**config.mk**
```make
export PLATFORM = sky130hd
export DESIGN_NAME = jk_bank_seq_flat
export DESIGN_NICKNAME = d
export VERILOG_FILES = /design/src/rtl/jk_seq_pkg.sv /design/src/rtl/jk_bank_seq_if.sv /design/src/rtl/jk_next_calc.sv /design/src/rtl/jk_bank_seq.sv /design/src/flat_wrapper.sv
export SDC_FILE = /design/constraint.sdc
export NUM_CORES = 1
export LEC_CHECK = 0
export ABC_AREA = 1
export BUFFER_PORTS_ARGS = -buffer_cell sky130_fd_sc_hd__buf_4
export CAP_MARGIN = 25
export CORE_UTILIZATION = 55
export DETAILED_ROUTE_END_ITERATION = 6
export GPL_ROUTABILITY_DRIVEN = 0
export PLACE_DENSITY = 0.9
export SLEW_MARGIN = 0
export SYNTH_ARGS = -nofsm -noshare
export SYNTH_HDL_FRONTEND = slang
export SYNTH_SLANG_ARGS = --single-unit
```
**constraint.sdc**
```tcl
create_clock -name clk -period 3.35 [get_ports clk]
set_clock_uncertainty 0.2 [all_clocks]
set_input_delay 0.335 -clock clk [delete_from_list [all_inputs] [get_ports clk]]
set_output_delay 0.335 -clock clk [all_outputs]
set_load 0.01 [all_outputs]
```
**src/rtl/jk_seq_pkg.sv**
```systemverilog
// Shared definitions for the JK bank sequencer.
//   OP_W     : width of the command opcode field
//   op_e     : command opcodes
//   state_e  : sequencer FSM states
//   is_count : true for the multi-step UP/DOWN ops
package jk_seq_pkg;

  localparam int unsigned OP_W = 3;

  typedef enum logic [OP_W-1:0] {
    OpHold  = 3'd0,
    OpClear = 3'd1,
    OpSet   = 3'd2,
    OpLoad  = 3'd3,
    OpUp    = 3'd4,
    OpDown  = 3'd5,
    OpSync  = 3'd6,
    OpRsvd  = 3'd7
  } op_e;

  typedef enum logic [1:0] {
    StIdle,
    StDrive,
    StSettle,
    StCheck
  } state_e;

  function automatic logic is_count(op_e op);
    return (op == OpUp) || (op == OpDown);
  endfunction

endpackage

```
**src/rtl/jk_bank_seq_if.sv**
```systemverilog
// Command handshake bundle for jk_bank_seq.
//   cmd_valid : command present (master -> slave)
//   cmd_ready : sequencer idle, command accepted on valid && ready (slave -> master)
//   cmd_op    : opcode, see jk_seq_pkg::op_e
//   cmd_data  : LOAD value
//   cmd_cnt   : UP/DOWN step count, 0 means 1
interface jk_bank_seq_if #(
  parameter int unsigned WIDTH = 4,
  parameter int unsigned CNT_W = 4
);
  import jk_seq_pkg::*;

  logic             cmd_valid;
  logic             cmd_ready;
  logic [OP_W-1:0]  cmd_op;
  logic [WIDTH-1:0] cmd_data;
  logic [CNT_W-1:0] cmd_cnt;

  modport master (
    output cmd_valid,
    output cmd_op,
    output cmd_data,
    output cmd_cnt,
    input  cmd_ready
  );

  modport slave (
    input  cmd_valid,
    input  cmd_op,
    input  cmd_data,
    input  cmd_cnt,
    output cmd_ready
  );

endinterface

```
**src/rtl/jk_next_calc.sv**
```systemverilog
// Combinational J/K and next-state calculator for a bank of JK flip-flops.
//   op     : current opcode
//   q_exp  : present expected bank value
//   data   : LOAD value
//   j, k   : per-bit J/K for the op
//   q_next : bank value after one strobe with those J/K
module jk_next_calc
  import jk_seq_pkg::*;
#(
  parameter int unsigned WIDTH = 4
) (
  input  op_e              op,
  input  logic [WIDTH-1:0] q_exp,
  input  logic [WIDTH-1:0] data,
  output logic [WIDTH-1:0] j,
  output logic [WIDTH-1:0] k,
  output logic [WIDTH-1:0] q_next
);

  logic [WIDTH-1:0] t_up;
  logic [WIDTH-1:0] t_dn;

  // Ripple toggle enables: bit i toggles when all lower bits are 1 (up) or 0 (down).
  // Scalar accumulators keep the chain free of self-referencing vectors.
  always_comb begin
    logic acc_up;
    logic acc_dn;
    t_up   = '0;
    t_dn   = '0;
    acc_up = 1'b1;
    acc_dn = 1'b1;
    for (int i = 0; i < int'(WIDTH); i++) begin
      t_up[i] = acc_up;
      t_dn[i] = acc_dn;
      acc_up  = acc_up & q_exp[i];
      acc_dn  = acc_dn & ~q_exp[i];
    end
  end

  always_comb begin
    j = '0;
    k = '0;
    case (op)
      OpClear: k = '1;
      OpSet:   j = '1;
      OpLoad: begin
        j = data;
        k = ~data;
      end
      OpUp: begin
        j = t_up;
        k = t_up;
      end
      OpDown: begin
        j = t_dn;
        k = t_dn;
      end
      default: begin
        j = '0;
        k = '0;
      end
    endcase
  end

  // JK characteristic equation: Q+ = J & ~Q | ~K & Q.
  assign q_next = (j & ~q_exp) | (~k & q_exp);

endmodule

```
**src/rtl/jk_bank_seq.sv**
```systemverilog
// Sequencer for a bank of WIDTH master-slave JK flip-flops.
// Accepts one command over cmd (valid/ready), strobes the bank with per-bit J/K,
// waits SETTLE_CYC cycles, then updates the expected-value mirror q_exp.
// Optional macro JKSEQ_VERIFY_EN enables readback compare and the sticky err flag;
// without it err is constant 0 and jk_q is only read by SYNC.
// Ports:
//   clk, cl      : clock (rising edge), asynchronous active-low reset
//   cmd          : command interface (slave side)
//   jk_j, jk_k   : per-bit J/K to the bank
//   jk_clk       : bank clock strobe, high for one cycle per step
//   jk_cl        : registered active-low bank clear
//   jk_q         : bank readback
//   q_exp        : expected bank value
//   busy, done   : not-idle flag, one-cycle completion pulse
//   err          : sticky readback-mismatch flag
module jk_bank_seq
  import jk_seq_pkg::*;
#(
  parameter int unsigned WIDTH      = 4,
  parameter int unsigned CNT_W      = 4,
  parameter int unsigned SETTLE_CYC = 2
) (
  input  logic             clk,
  input  logic             cl,
  jk_bank_seq_if.slave     cmd,
  output logic [WIDTH-1:0] jk_j,
  output logic [WIDTH-1:0] jk_k,
  output logic             jk_clk,
  output logic             jk_cl,
  input  logic [WIDTH-1:0] jk_q,
  output logic [WIDTH-1:0] q_exp,
  output logic             busy,
  output logic             done,
  output logic             err
);

  localparam int unsigned SW = (SETTLE_CYC > 1) ? $clog2(SETTLE_CYC) : 1;

  state_e           state_q, state_d;
  op_e              op_q, op_d;
  logic [WIDTH-1:0] data_q, data_d;
  logic [CNT_W-1:0] steps_q, steps_d;
  logic [SW-1:0]    settle_q, settle_d;
  logic [WIDTH-1:0] q_exp_q, q_exp_d;
  logic             done_q, done_d;
  logic             err_q, err_d;
  logic             jk_cl_q;

  logic [WIDTH-1:0] calc_j, calc_k, calc_q_next;
  logic             mismatch;
  logic             drive_jk;

  jk_next_calc #(
    .WIDTH (WIDTH)
  ) u_next_calc (
    .op     (op_q),
    .q_exp  (q_exp_q),
    .data   (data_q),
    .j      (calc_j),
    .k      (calc_k),
    .q_next (calc_q_next)
  );

`ifdef JKSEQ_VERIFY_EN
  assign mismatch = (jk_q != calc_q_next);
`else
  assign mismatch = 1'b0;
`endif

  always_comb begin
    state_d  = state_q;
    op_d     = op_q;
    data_d   = data_q;
    steps_d  = steps_q;
    settle_d = settle_q;
    q_exp_d  = q_exp_q;
    done_d   = 1'b0;
    err_d    = err_q;
    unique case (state_q)
      StIdle: begin
        if (cmd.cmd_valid) begin
          op_d    = op_e'(cmd.cmd_op);
          data_d  = cmd.cmd_data;
          steps_d = (cmd.cmd_cnt == '0) ? CNT_W'(1) : cmd.cmd_cnt;
          state_d = (op_e'(cmd.cmd_op) == OpSync) ? StCheck : StDrive;
        end
      end
      StDrive: begin
        settle_d = '0;
        state_d  = StSettle;
      end
      StSettle: begin
        if (settle_q == SW'(SETTLE_CYC - 1)) begin
          state_d = StCheck;
        end else begin
          settle_d = settle_q + SW'(1);
        end
      end
      StCheck: begin
        if (op_q == OpSync) begin
          q_exp_d = jk_q;
          err_d   = 1'b0;
          done_d  = 1'b1;
          state_d = StIdle;
        end else begin
          // Mirror always advances, even when readback disagrees.
          q_exp_d = calc_q_next;
          if (mismatch) begin
            err_d = 1'b1;
          end
          if (is_count(op_q) && (steps_q > CNT_W'(1)) && !mismatch) begin
            steps_d = steps_q - CNT_W'(1);
            state_d = StDrive;
          end else begin
            done_d  = 1'b1;
            state_d = StIdle;
          end
        end
      end
      default: state_d = StIdle;
    endcase
  end

  always_ff @(posedge clk or negedge cl) begin
    if (!cl) begin
      state_q  <= StIdle;
      op_q     <= OpHold;
      data_q   <= '0;
      steps_q  <= '0;
      settle_q <= '0;
      q_exp_q  <= '0;
      done_q   <= 1'b0;
      err_q    <= 1'b0;
      jk_cl_q  <= 1'b0;
    end else begin
      state_q  <= state_d;
      op_q     <= op_d;
      data_q   <= data_d;
      steps_q  <= steps_d;
      settle_q <= settle_d;
      q_exp_q  <= q_exp_d;
      done_q   <= done_d;
      err_q    <= err_d;
      jk_cl_q  <= 1'b1;
    end
  end

  // J/K stay stable from the strobe through settle so the slave latches clean data.
  assign drive_jk      = (state_q == StDrive) || (state_q == StSettle);
  assign jk_j          = drive_jk ? calc_j : '0;
  assign jk_k          = drive_jk ? calc_k : '0;
  assign jk_clk        = (state_q == StDrive);
  assign jk_cl         = jk_cl_q;
  assign q_exp         = q_exp_q;
  assign busy          = (state_q != StIdle);
  assign cmd.cmd_ready = (state_q == StIdle);
  assign done          = done_q;
  assign err           = err_q;

endmodule
```
**src/flat_wrapper.sv**
```systemverilog
// flat-port wrapper written by rule: the top's interface ports become plain ports
module jk_bank_seq_flat import jk_seq_pkg::*;
#(
  parameter int unsigned WIDTH      = 4,
  parameter int unsigned CNT_W      = 4,
  parameter int unsigned SETTLE_CYC = 2
)
  (clk, cl, jk_j, jk_k, jk_clk, jk_cl, jk_q, q_exp, busy, done, err, cmd_cmd_valid, cmd_cmd_op, cmd_cmd_data, cmd_cmd_cnt, cmd_cmd_ready);
  jk_bank_seq_if #(.WIDTH(WIDTH), .CNT_W(CNT_W)) cmd_i ();
  input  logic clk;
  input  logic cl;
  output logic [WIDTH-1:0] jk_j;
  output logic [WIDTH-1:0] jk_k;
  output logic jk_clk;
  output logic jk_cl;
  input  logic [WIDTH-1:0] jk_q;
  output logic [WIDTH-1:0] q_exp;
  output logic busy;
  output logic done;
  output logic err;
  input wire logic [$bits(cmd_i.cmd_valid)-1:0] cmd_cmd_valid;
  input wire logic [$bits(cmd_i.cmd_op)-1:0] cmd_cmd_op;
  input wire logic [$bits(cmd_i.cmd_data)-1:0] cmd_cmd_data;
  input wire logic [$bits(cmd_i.cmd_cnt)-1:0] cmd_cmd_cnt;
  output wire logic [$bits(cmd_i.cmd_ready)-1:0] cmd_cmd_ready;
  assign cmd_i.cmd_valid = cmd_cmd_valid;
  assign cmd_i.cmd_op = cmd_cmd_op;
  assign cmd_i.cmd_data = cmd_cmd_data;
  assign cmd_i.cmd_cnt = cmd_cmd_cnt;
  assign cmd_cmd_ready = cmd_i.cmd_ready;
  jk_bank_seq #(.WIDTH(WIDTH), .CNT_W(CNT_W), .SETTLE_CYC(SETTLE_CYC)) u_core (.clk(clk), .cl(cl), .cmd(cmd_i), .jk_j(jk_j), .jk_k(jk_k), .jk_clk(jk_clk), .jk_cl(jk_cl), .jk_q(jk_q), .q_exp(q_exp), .busy(busy), .done(done), .err(err));
endmodule
```
* Word level (Yosys, flattened, before mapping) *
Index checks and enable logic that the tools add are counted.

word-level totals
  bits in registers = 20
  input port bits = 18

cells by class
  add/sub/neg operators = 2
  $lt $le $gt $ge = 1
  equal/unequal tests = 14
  multiplexer cells = 21
  bitwise gates (word level) = 13
  reduce and logical (&&, ||, !) cells = 11

operator list
  kind                                                                     count
  4-bit one-hot mux with 4 select lines                                    2
  4-bit 2-to-1 mux                                                         7
  3-bit == test, second input constant                                     4
  4-bit inverter                                                           3
  4-bit bitwise AND                                                        2
  2-bit 2-to-1 mux                                                         4
  2-bit one-hot mux with 4 select lines                                    1
  4-bit one-hot mux with 2 select lines                                    1
  3-bit by 2-bit == test with 1-bit output, second input constant          2
  2-bit nonzero test                                                       3
  1-bit 2-to-1 mux                                                         5
  1-bit bitwise AND                                                        4
  2-bit == test, second input constant                                     2
  4-bit by 1-bit > comparator with 1-bit output, second input constant     1
  4-bit zero test                                                          1
  2-bit by 1-bit inequality test with 1-bit output, second input constant  2
  2-bit inequality test, second input constant                             2
  4-bit bitwise OR                                                         1
  2-bit AND reduction                                                      2
  4-bit AND reduction                                                      1
  4-bit by 1-bit subtractor with 4-bit output, second input constant       1
  3-bit by 1-bit == test with 1-bit output, second input constant          1
  1-bit inverter                                                           3
  2-bit by 1-bit == test with 1-bit output, second input constant          1
  5 further kinds                                                          6

* Logic depth before layout (Yosys ltp) *
Gate-level depths: netlist (run 1).

  word-level depth = 8
  depth in mapped cells = 10
  gate-level depth less buffers = 10

* Modules after synthesis *
Synthesis (run 1) repeated with hierarchy kept, for this count alone.

unflattened totals
  cells, all modules = 216
  area, all modules = 1448.9 um^2

modules (own cells, without submodules)
  module        times used  cells an instance  area an instance (um^2)
  jk_bank_seq   1           148                1123.6
  jk_next_calc  1           68                 325.3

* Worst setup path before layout (run 1) *
Ideal clock, no wire load.

  kind = register to register
  start point = reg u_core.state_q[0]
  end point = reg u_core.steps_q[0]
  library setup time = 0.124 ns
  arrival = 1.384 ns
  data required time = 3.026 ns
  setup slack = 1.642 ns
  stages on the path, launching flop included = 9
  path buffers = 0
  path through = dfrtp_1 inv_1 ha_1 inv_2 or2_1 o21ai_0 a21oi_4 nand2_1 o21ai_1

on the way
  word-level cells in the longest chain between the ends = 3
  elaborated cells on any way between the ends = 8

RTL lines
  element                                                                RTL line            source
  from (decl)                                                            jk_bank_seq.sv:39   state_e state_q, state_d;
  from (signal assigned)                                                 jk_bank_seq.sv:126  state_q <= StIdle;
  from (signal assigned)                                                 jk_bank_seq.sv:136  state_q <= state_d;
  2-bit zero test (*)                                                    -
  via cmd_cmd_ready                                                      flat_wrapper.sv:25  output wire logic [$bits(cmd_i.cmd_ready)-1:0] cmd_cmd_ready;
  2-bit inequality test (no line) or 2-bit nonzero test (tied branches)  -
  4-bit AND reduction (no line)                                          -
  to (signal assigned)                                                   jk_bank_seq.sv:139  steps_q <= steps_d;
  to (decl)                                                              jk_bank_seq.sv:42   logic [CNT_W-1:0] steps_q, steps_d;

Mark *: on every way through the listed nets, which the timed path passes. The rest lies on a longest branch.
A chain may end at the register's enable or synchronous reset.

* Final worst setup path (run 1) *
  start point = reg u_core.state_q[0]
  end point = out jk_j[1]

on the way
  word-level cells in the longest chain between the ends = 3
  elaborated cells on any way between the ends = 4

RTL lines
  element                                                                    RTL line            source
  2-bit by 1-bit == test with 1-bit output or 2-bit == test (tied branches)  jk_bank_seq.sv:149  assign drive_jk = (state_q == StDrive) || (state_q == StSettle);
  1-bit logical OR (*)                                                       jk_bank_seq.sv:149
  via u_core.drive_jk                                                        jk_bank_seq.sv:51   logic drive_jk;
  4-bit 2-to-1 mux (*)                                                       jk_bank_seq.sv:150  assign jk_j = drive_jk ? calc_j : '0;
  to (decl)                                                                  flat_wrapper.sv:12  output logic [WIDTH-1:0] jk_j;

Marked as above.

==> impl_summary.txt, run 1 <==
----------------------------------------------------
[Synth]
  Post-Synthesis Mean Instance Area ... between 7 and 8 µm²
  Register area share after synthesis ... between 30 and 40%
  Top cell type's share of synthesized area ... a little under two fifths
  Count of synthesis-stage warnings from yosys ... 0
  Top cells by area, synth ... sky130_fd_sc_hd__dfrtp_1, sky130_fd_sc_hd__nand2_1, sky130_fd_sc_hd__inv_1
  Async SR Flop Fraction ... 100%
  Synthesized netlist net count ... 212
  Library cells used by synthesis ... 28
  Number of synthesized flops with an enable pin ... 0
  Number of flip-flops and latches in the synthesized netlist ... 20
  Library cell occupying the most area in the post-synthesis netlist ... sky130_fd_sc_hd__dfrtp_1
  Top FF cell, synth ... sky130_fd_sc_hd__dfrtp_1
  Syn Inst Count ... roughly 190
  Total standard cell area after synthesis ... 0.00132 mm²

[Power and ir drop]
  Max IR drop VDD ... 603 µV
  Post-route total power ... 1.66 mW
  Leakage power total ... 0.894 nW
  Power per cell area ... 1010 mW/mm²

[Clock network]
  Insertion delay to the later sink of the worst-skew pair ... 0.30 ns
  Post-CTS Setup Inserts ... 0
  Number of sinks handled by clock tree synthesis ... 20
  Clock-pin slew on the worst setup and hold paths ... 0.12 ns
  Number of gates resized after CTS ... 0
  Clock tree from TritonCTS ... done
  Maximum buffer depth of the clock tree ... 2
  Total number of H-tree levels ... 1
  Cell chosen for the clock root ... sky130_fd_sc_hd__clkbuf_4
  Inserted Clock Buffers ... 3
  Post-CTS Hold Fix Bufs ... 1

[Worst setup path]
  Kind of start point of the critical path ... flop
  Top fanout value on the critical path ... 7
  Worst reg2reg path startpoint ... u_core.state_q[1]
  Worst reg2reg endpoint ... u_core.state_q[0]
  Cell family with most CP delay ... buffers and inverters
  Internal reg-to-reg setup slack ... 1.47 ns
  Reg2reg path depth ... 9
  Most frequent cell on the critical path ... sky130_fd_sc_hd__inv_1
  Start-to-end type of the worst setup path ... flop to output port
  Critical path required time ... 2.81 ns
  Worst endpoint data arrival time ... 1.74 ns
  Sort of element at the end of the critical path ... output port
  Critical Path Max Stage Delay ... 0.41 ns
  Critical Path, Cell by Cell ... inv_1 -> ha_1 -> inv_1 -> a21oi_1 -> buf_4
  Slowest-stage cell, CP ... sky130_fd_sc_hd__dfrtp_1
  Critical path buffers and inverters ... 3

[Routing]
  Total via count after detailed routing ... around 1300
  Via density per instance ... 5.26
  DRC violation total after the first TritonRoute iteration ... 48
  Detailed Route WL ... 3.00 mm
  Wire per inst ... 11.9 µm
  DRC violations left ... 0
  DR pass1 iterations ... 4
  Antenna viol nets, final ... 0

[Global route]
  Number of global-route vias before repair ... 1218
  Combined global-route utilization of all metal layers ... 27.2%
  Global-route wire length before repair ... 5.33 mm
  GRT Residual Overflow ... 0
  Maximum number of pins on one net before global-route repair ... 21
  Antenna violations before repair ... 0

[Die]
  Die area ... 0.00260 mm²
  Initial core utilization ... roughly three fifths
  Row count ... 17
  Overall die height ... 51.0 µm
  DIE WIDTH ... 51.0 µm
  Core box area ... ~0.0022 mm²
  Boundary Pins ... 36

[Timing]
  Number of endpoints failing setup at the final stage ... 0
  Final period utilization ... 67.9%
  Highest Clock Rate ... 440 MHz
  Final critical-path required period ... 2.27 ns
  Count of endpoints failing hold in the final timing report ... 0
  Total Neg Setup Slack ... 0 ns
  Unrepaired setup endpoints after global routing ... no
  Fin. max-slew vios ... 0
  Worst hold slack across all endpoints ... 0.0582 ns
  Smallest setup slack after layout ... around 1.1 ns

[Placed design]
  Count of input and output buffers ... 34
  Final HPWL from detailed placement ... around 2.3 mm
  Number of cells after detailed placement ... 246
  Placement Cell Area ... between 0.0015 and 0.002 mm²
  Worst-case setup slack after placement ... 1.50 ns

[Layout]
  Final standard cell utilization of the core ... 73.2%
  Final cell count without fillers ... 251
  Design area ... 0.00163 mm²
  Antenna diode count ... 0
  Area Overhead vs Synth ... 23.7%
  Fraction of final layout cells with drive strength greater than 1 ... 22.9%
  Most common cell after layout, fill and taps aside ... sky130_fd_sc_hd__nand2_1
  Nets ... 248
  Top library cells by usage in the layout, fill and taps aside ... sky130_fd_sc_hd__nand2_1, sky130_fd_sc_hd__buf_4, sky130_fd_sc_hd__inv_1

[Min path]
  Class of the tightest hold or removal check ... input pin to flop
  Start point of the worst hold path ... cmd_cmd_data[0]
  Worst hold path depth ... 2
  End point of the most critical hold path ... u_core.data_q[0]

[Flow run]
  Number of maximum-capacitance violations ... 0

[Run status]
  Status ... finished, final reports clean

----------------------------------------------------
-- cell families after synthesis --
| group | Yosys count | share of synthesized area [%] |
|---|---|---|
| fa+ha+maj | 6 | 5.68 |
| simple gates | 88 | 29.4 |
| mux | 1 | 0.852 |
| other cells | 2 | 0.568 |
| buf+inv | 34 | 10.3 |
| flops | 20 | 37.9 |
| compound gates | 37 | 15.3 |
-- how the worst max path moves through the flow --
| stage | startpoint | to | slack [ns] | cells after the start |
|---|---|---|---|---|
| after floorplan | u_core.state_q[0] | u_core.steps_q[0] | 1.64 | 8 |
| after global placement | u_core.state_q[0] | jk_j[1] | 1.53 | 5 |
| after detailed placement | u_core.state_q[0] | jk_j[1] | 1.50 | 5 |
| after CTS | u_core.state_q[0] | jk_j[1] | 1.11 | 5 |
| after global routing | u_core.state_q[1] | jk_j[1] | 1.0 | 5 |
| final | u_core.state_q[0] | jk_j[1] | 1.08 | 5 |
-- synth_stat cells, types with 2 or more instances --
| library cell | n |
|---|---|
| sky130_fd_sc_hd__a21oi_1 | 9 |
| sky130_fd_sc_hd__nand2_2 | 4 |
| sky130_fd_sc_hd__nand3_1 | 13 |
| sky130_fd_sc_hd__buf_4 | 2 |
| sky130_fd_sc_hd__inv_1 | 26 |
| sky130_fd_sc_hd__nor3_1 | 2 |
| sky130_fd_sc_hd__ha_1 | 6 |
| sky130_fd_sc_hd__nand4_1 | 3 |
| sky130_fd_sc_hd__o21ai_1 | 7 |
| sky130_fd_sc_hd__nand2_1 | 43 |
| sky130_fd_sc_hd__conb_1 | 2 |
| sky130_fd_sc_hd__nor2_2 | 2 |
| sky130_fd_sc_hd__dfrtp_1 | 20 |
| sky130_fd_sc_hd__nor2_1 | 17 |
| sky130_fd_sc_hd__inv_2 | 3 |
| sky130_fd_sc_hd__o21ai_0 | 17 |
-- registers in the layout, indices dropped and copies added, names as in the netlist --
register and cells:
u_core.settle_q 1, u_core.data_q 4, u_core.q_exp 4, u_core.done 1, u_core.steps_q 4, u_core.jk_cl 1
u_core.op_q 3, u_core.state_q 2
-- per-layer routing --
| layer | GRT usage (%) | wire length, µm | vias up |
|---|---|---|---|
| met4 | 9.72 | 35 | 0 |
| met2 | 44.1 | 1400 | 64 |
| met5 | 0 | 0 | - |
| met1 | 36.2 | 1330 | 585 |
| li1 | - | - | 665 |
| met3 | 4.76 | 232 | 6 |
-- cell type report --
cell class,count,area (µm²)
clock buffers,4,36.3
fillers,183,599
inverters,30,113
multi-input cells,134,684
flip-flops and latches,20,500
well taps,28,35.0
repair buffers,35,265
-- power by group --
part | switching (mW) | total, mW | internal (mW)
Sequential | 0.0986 | 0.451 | 0.352
Clock | 0.0770 | 0.143 | 0.0663
Combinational | 0.638 | 1.06 | 0.426
Total | 0.813 | 1.66 | 0.845
(Power assumes the default switching activity.)
==> run 2, diff against run 1 <==
--- a/config.mk
+++ b/config.mk
@@ -8,10 +8,10 @@
 export ABC_AREA = 1
 export BUFFER_PORTS_ARGS = -buffer_cell sky130_fd_sc_hd__buf_4
 export CAP_MARGIN = 25
-export CORE_UTILIZATION = 55
+export CORE_UTILIZATION = 52
 export DETAILED_ROUTE_END_ITERATION = 6
 export GPL_ROUTABILITY_DRIVEN = 0
-export PLACE_DENSITY = 0.9
+export PLACE_DENSITY = 0.86
 export SLEW_MARGIN = 0
 export SYNTH_ARGS = -nofsm -noshare
 export SYNTH_HDL_FRONTEND = slang
==> constraint.sdc (replaced) <==
create_clock -name clk -period 2.1 [get_ports clk]
set_clock_uncertainty 0.2 [all_clocks]
set_input_delay 0.21 -clock clk [delete_from_list [all_inputs] [get_ports clk]]
set_output_delay 0.21 -clock clk [all_outputs]
set_load 0.01 [all_outputs]
==> run 2 against run 1 <==
  * Utilization increased by 1.9 points
  * Die area increased by 5.5%
  * Final cell count is 3.2% higher
  * Clock power grew 61%
  * Hold slack got worse by 0.043 ns
  * Critical path depth unchanged
  * Largest power group unchanged
==> impl_summary.txt, run 2 (synthesized netlist as in run 1, its figures left out) <==
----------------------------------------------------
[Placed design]
  Count of input and output buffers ... 34
  Number of cells after detailed placement ... between 200 and 250
  Placement Cell Area ... 0.00160 mm²
  Worst-case setup slack after placement ... 0.281 ns
  Final HPWL from detailed placement ... roughly 2.4 mm

[Die]
  DIE WIDTH ... about 52 µm
  Boundary Pins ... 36
  Core box area ... 0.00230 mm²
  Die area ... 0.00275 mm²
  Overall die height ... between 50 and 60 µm
  Initial core utilization ... between 50% and 60%
  Row count ... 17

[Power and ir drop]
  Internal Power ... 1.40 mW
  Leakage power total ... 0.927 nW
  Power per cell area ... 1570 mW/mm²
  Post-route total power ... approximately 2.7 mW
  Psw ... 1.31 mW
  Relative contribution of the clock network to total power ... 8.5%
  Combinational fraction of design power ... 64.7%
  Fraction of power spent switching nets ... between 40% and 50%
  Sequential power share ... between 20 and 30%
  Max IR drop VDD ... 1040 µV

[Timing]
  Unrepaired setup endpoints after global routing ... no
  Final period utilization ... between 90% and 100%
  Number of endpoints failing setup at the final stage ... 0
  Highest Clock Rate ... 506 MHz
  Count of endpoints failing hold in the final timing report ... 0
  Total Neg Setup Slack ... 0 ns
  Fin. max-slew vios ... 0
  Smallest setup slack after layout ... 0.125 ns
  Final critical-path required period ... 1.97 ns

[Worst setup path]
  Sort of element at the end of the critical path ... output port
  Start-to-end type of the worst setup path ... flop to output port
  Critical Path Max Stage Delay ... 0.43 ns
  Critical Path, Cell by Cell ... inv_1 -> ha_4 -> inv_1 -> a21oi_1 -> buf_4
  Kind of start point of the critical path ... flop
  Top fanout value on the critical path ... 7
  Most frequent cell on the critical path ... sky130_fd_sc_hd__inv_1
  Internal reg-to-reg setup slack ... about 0.32 ns
  Critical path required time ... 1.69 ns
  Worst endpoint data arrival time ... 1.56 ns
  Slowest-stage cell, CP ... sky130_fd_sc_hd__dfrtp_1

[Run status]
  Status ... finished, final reports clean

[Clock network]
  Cell chosen for the clock root ... sky130_fd_sc_hd__clkbuf_4
  Clock tree from TritonCTS ... done
  Post-CTS Setup Inserts ... 0
  Insertion delay to the later sink of the worst-skew pair ... 0.31 ns
  Number of sinks handled by clock tree synthesis ... 20
  Total number of H-tree levels ... 1
  Maximum buffer depth of the clock tree ... 2
  Clock-pin slew on the worst setup and hold paths ... between 0.1 and 0.15 ns
  Inserted Clock Buffers ... 3

[Layout]
  Area Overhead vs Synth ... 30.6%
  Final cell count without fillers ... 259
  Fraction of final layout cells with drive strength greater than 1 ... 23.8%
  Top library cells by usage in the layout, fill and taps aside ... sky130_fd_sc_hd__nand2_1, sky130_fd_sc_hd__buf_4, sky130_fd_sc_hd__inv_1
  Most common cell after layout, fill and taps aside ... sky130_fd_sc_hd__nand2_1
  Nets ... 256
  Antenna diode count ... 0
  Design area ... 0.00173 mm²

[Global route]
  Antenna violations before repair ... 0
  GRT Residual Overflow ... 0
  Global-route wire length before repair ... about 5 mm
  Maximum number of pins on one net before global-route repair ... 21
  Combined global-route utilization of all metal layers ... 24.1%
  Number of global-route vias before repair ... roughly 1200

[Routing]
  DRC violation total after the first TritonRoute iteration ... 46
  DRC violations left ... 0
  Via density per instance ... around 5.2
  Detailed Route WL ... 3.15 mm
  Antenna viol nets, final ... 0
  Wire per inst ... 12.2 µm
  DR pass1 iterations ... 4
  Highest routed layer ... met4
  Amount of wire on met2 after detailed routing ... 1.60 mm
  WL met1 ... 1.33 mm
  Total via count after detailed routing ... about 1300
  Met3 layer wire length in the routed design ... 168 µm

[Flow run]
  Number of maximum-capacitance violations ... 0

[Min path]
  Class of the tightest hold or removal check ... input pin to flop

----------------------------------------------------
==> run 2: changes by cell type in the layout (fill, tap and decap cells not counted), sizes merged <==
cell         previous run  this run
dlygate4sd3             1         8
buf                    34        35
==> run 2: what timing repair did <==
item | CTS | global route
resized for setup | 0 | 3
endpoints found under the hold margin | 27 | 0
hold buffers | 8 | 0
endpoints found under the setup margin | 0 | 6
==> run 2: per-layer routing <==
layer	vias to the layer above	global-route usage, %
met5	-	0
met4	0	8.33
met3	8	3.19
met2	48	43.5
met1	604	28.8
li1	686	-
==> run 2: power groups by stage <==
| stage | sequential [mW] | clock, mW | combinational (mW) |
|---|---|---|---|
| floorplan | 0.713 | 0 | 1.12 |
| global placement | 0.718 | 0 | 1.61 |
| detailed placement | 0.728 | 0 | 1.69 |
| CTS | 0.720 | 0.235 | 1.71 |
| global route | 0.747 | 0.252 | 1.95 |
| finish | 0.729 | 0.230 | 1.76 |
==> run 2: cell type report <==
| cell class | count | area, µm² |
|---|---|---|
| fill | 174 | 572 |
| sequential | 20 | 502 |
| tap | 28 | 35.0 |
| clock buffer | 4 | 36.3 |
| multi-input combinational | 134 | 697 |
| inverter | 30 | 113 |
| timing repair buffer | 43 | 343 |
==> run 2: critical path: cells and delay by family (launching register included) <==
family / cells / cell delay [ns]
buffers and inverters: 3 / 0.37
adders and majority gates: 1 / 0.31
DFF: 1 / 0.43
AOI/OAI and AO/OA: 1 / 0.16
==> run 2: metrics by stage <==
step                      hold WS (ns)  utilization (%)
after floorplan                 -0.286                -
after global placement         -0.0996             69.4
after detailed placement       -0.0928             69.4
after CTS                       0.0147             74.5
after global routing            0.0333             75.1
final                           0.0154             75.1
==> run 2: path summary, 6_finish.rpt <==
kind                       depth (start not counted)           endpoint         startpoint
max                                                5            jk_j[0]  u_core.state_q[0]
min                                                5    u_core.q_exp[2]            jk_q[2]
max reg2reg                                        8  u_core.steps_q[0]  u_core.state_q[0]
min reg2reg                                        2    u_core.settle_q    u_core.settle_q
max in group asynchronous                          2     u_core.op_q[1]                 cl
min in group asynchronous                          2    u_core.q_exp[0]                 cl
==> run 3, diff against run 2 <==
--- a/config.mk
+++ b/config.mk
@@ -8,6 +8,7 @@
 export ABC_AREA = 1
 export BUFFER_PORTS_ARGS = -buffer_cell sky130_fd_sc_hd__buf_4
 export CAP_MARGIN = 25
+export CORE_ASPECT_RATIO = 0.7
 export CORE_UTILIZATION = 52
 export DETAILED_ROUTE_END_ITERATION = 6
 export GPL_ROUTABILITY_DRIVEN = 0
==> run 3 against run 2 <==
  * Sequential power is 1% higher
  * Setup slack worse by 0.0086 ns
  * Final cell count is 1.5% higher
  * Largest cell class unchanged
  * Largest power group unchanged
  * Highest routed layer unchanged
==> impl_summary.txt, run 3 (synthesized netlist as in run 1, its figures left out) <==
----------------------------------------------------
[Run status]
  Status ... finished, final reports clean

[Clock network]
  Maximum buffer depth of the clock tree ... 2
  Total number of H-tree levels ... 1
  Inserted Clock Buffers ... 3
  Clock-pin slew on the worst setup and hold paths ... 0.12 ns
  Post-CTS Setup Inserts ... 0
  Cell chosen for the clock root ... sky130_fd_sc_hd__clkbuf_4
  Insertion delay to the later sink of the worst-skew pair ... 0.31 ns
  Number of sinks handled by clock tree synthesis ... 20
  Clock tree from TritonCTS ... done

[Power and ir drop]
  Leakage power total ... 0.925 nW
  Combinational fraction of design power ... 66.3%
  Power per cell area ... 1590 mW/mm²
  Internal Power ... 1.37 mW
  Fraction of power spent switching nets ... between 40% and 50%
  Post-route total power ... between 2 and 3 mW
  Psw ... roughly 1.4 mW
  Sequential power share ... 26.9%
  Relative contribution of the clock network to total power ... under 10%
  Max IR drop VDD ... 984 µV

[Placed design]
  Final HPWL from detailed placement ... 2.53 mm
  Placement Cell Area ... 0.00161 mm²
  Count of input and output buffers ... 34

[Routing]
  Wire per inst ... 13.4 µm
  Highest routed layer ... met4
  Met3 layer wire length in the routed design ... 413 µm
  Amount of wire on met2 after detailed routing ... 1.64 mm
  WL met1 ... 1.38 mm
  Detailed Route WL ... 3.52 mm
  DRC violations left ... 0
  Via density per instance ... 5.39
  DRC violation total after the first TritonRoute iteration ... ~150
  DR pass1 iterations ... 5
  Antenna viol nets, final ... 0
  Total via count after detailed routing ... ~1400

[Timing]
  Final period utilization ... 94.5%
  Worst hold slack across all endpoints ... 0.00374 ns
  Fin. max-slew vios ... 0
  Unrepaired setup endpoints after global routing ... no
  Total Neg Setup Slack ... 0 ns
  Final critical-path required period ... 1.98 ns
  Number of endpoints failing setup at the final stage ... 0
  Highest Clock Rate ... 504 MHz
  Count of endpoints failing hold in the final timing report ... 0

[Layout]
  Layout filler cell count ... 174
  Top library cells by usage in the layout, fill and taps aside ... sky130_fd_sc_hd__nand2_1, sky130_fd_sc_hd__buf_4, sky130_fd_sc_hd__inv_1
  Fraction of final layout cells with drive strength greater than 1 ... 23.8%
  Area Overhead vs Synth ... 30.7%
  Design area ... between 0.0015 and 0.002 mm²
  Nets ... 257
  Antenna diode count ... 0
  Most common cell after layout, fill and taps aside ... sky130_fd_sc_hd__nand2_1

[Die]
  Die area ... 0.00275 mm²
  Row count ... 14
  Initial core utilization ... 58.0%
  DIE WIDTH ... just over 60 µm
  Boundary Pins ... 36
  Overall die height ... 44.2 µm
  Core box area ... roughly 0.0023 mm²

[Worst setup path]
  Reg2reg path depth ... 9
  Worst endpoint data arrival time ... around 1.6 ns
  Worst reg2reg path startpoint ... u_core.state_q[0]
  Worst reg2reg endpoint ... u_core.state_q[0]
  Critical path required time ... about 1.7 ns
  Kind of start point of the critical path ... flop
  Top fanout value on the critical path ... 6
  Start-to-end type of the worst setup path ... flop to output port
  Sort of element at the end of the critical path ... output port
  Internal reg-to-reg setup slack ... ~0.29 ns

[Global route]
  Antenna violations before repair ... 0
  Number of global-route vias before repair ... 1270
  Global-route wire length before repair ... 5.67 mm
  Maximum number of pins on one net before global-route repair ... 21
  GRT Residual Overflow ... 0
  Combined global-route utilization of all metal layers ... 27.0%

[Min path]
  End point of the most critical hold path ... u_core.q_exp[3]
  Class of the tightest hold or removal check ... input pin to flop
  Start point of the worst hold path ... jk_q[3]
  Worst hold path depth ... 5

[Flow run]
  Number of maximum-capacitance violations ... 0

----------------------------------------------------
## run 3: cell types whose count changed in the layout (fill, tap and decap cells not counted)
cell	change
sky130_fd_sc_hd__inv_2	-1
sky130_fd_sc_hd__nor2_1	-1
sky130_fd_sc_hd__clkbuf_8	-1
sky130_fd_sc_hd__buf_4	+1
sky130_fd_sc_hd__nor2_2	+1
sky130_fd_sc_hd__inv_1	+1
## run 3: worst max-delay path by stage
stage                     cells after the start                end         startpoint  slack (ns)
after floorplan                               8  u_core.steps_q[0]  u_core.state_q[0]        0.39
after global placement                        8  u_core.steps_q[3]  u_core.state_q[0]        0.39
after detailed placement                      9  u_core.state_q[0]  u_core.state_q[0]        0.29
after CTS                                     5            jk_k[1]     u_core.op_q[0]        0.06
after global routing                          5            jk_k[1]  u_core.state_q[0]       0.009
final                                         7            jk_k[1]     u_core.op_q[2]        0.12
## run 3: timing repair
| item | in CTS | in global routing |
|---|---|---|
| resized for setup | 1 | 2 |
| hold buffers | 8 | 0 |
| endpoints found under the setup margin | 1 | 2 |
| pin swaps | 0 | 0 |
| endpoints found under the hold margin | 27 | 0 |
## run 3: worst max-delay path, cell delays in order, from the launching register on
cell and delay [ns]:
sky130_fd_sc_hd__dfrtp_1 0.52, sky130_fd_sc_hd__inv_2 0.08, sky130_fd_sc_hd__nor2_4 0.14, sky130_fd_sc_hd__nand2_1 0.08, sky130_fd_sc_hd__nand2_1 0.08, sky130_fd_sc_hd__nand2_2 0.08
sky130_fd_sc_hd__a21oi_1 0.15, sky130_fd_sc_hd__buf_4 0.15
## run 3: area by class of cell
class | count | area (µm²) | area share, %
multi-input combinational | 134 | 699 | 40.5
clock buffer | 3 | 22.5 | 1.30
tap | 32 | 40.0 | 2.32
timing repair buffer | 44 | 350 | 20.3
sequential | 20 | 502 | 29.1
inverter | 30 | 113 | 6.52
## run 3: power groups by stage
| stage | logic (mW) | registers (mW) | clock network, mW |
|---|---|---|---|
| final | 1.82 | 0.737 | 0.188 |
| after global routing | 1.99 | 0.758 | 0.202 |
| after CTS | 1.77 | 0.726 | 0.187 |
| after detailed placement | 1.71 | 0.736 | 0 |
| after global placement | 1.64 | 0.719 | 0 |
| after floorplan | 1.12 | 0.713 | 0 |
## run 3: through the flow
stage	setup slack [ns]	util [%]	std cells
floorplan	0.392	-	188
global placement	0.392	70.6	252
detailed placement	0.285	70.6	252
CTS	0.0563	75.7	263
global route	0.00923	75.8	263
finish	0.116	75.8	263
## run 3: routing by layer
| metal | up-vias | GRT usage, % |
|---|---|---|
| met4 | 0 | 8.84 |
| met2 | 101 | 47.0 |
| li1 | 683 | - |
| met1 | 615 | 33.2 |
| met5 | - | 0 |
| met3 | 19 | 7.99 |
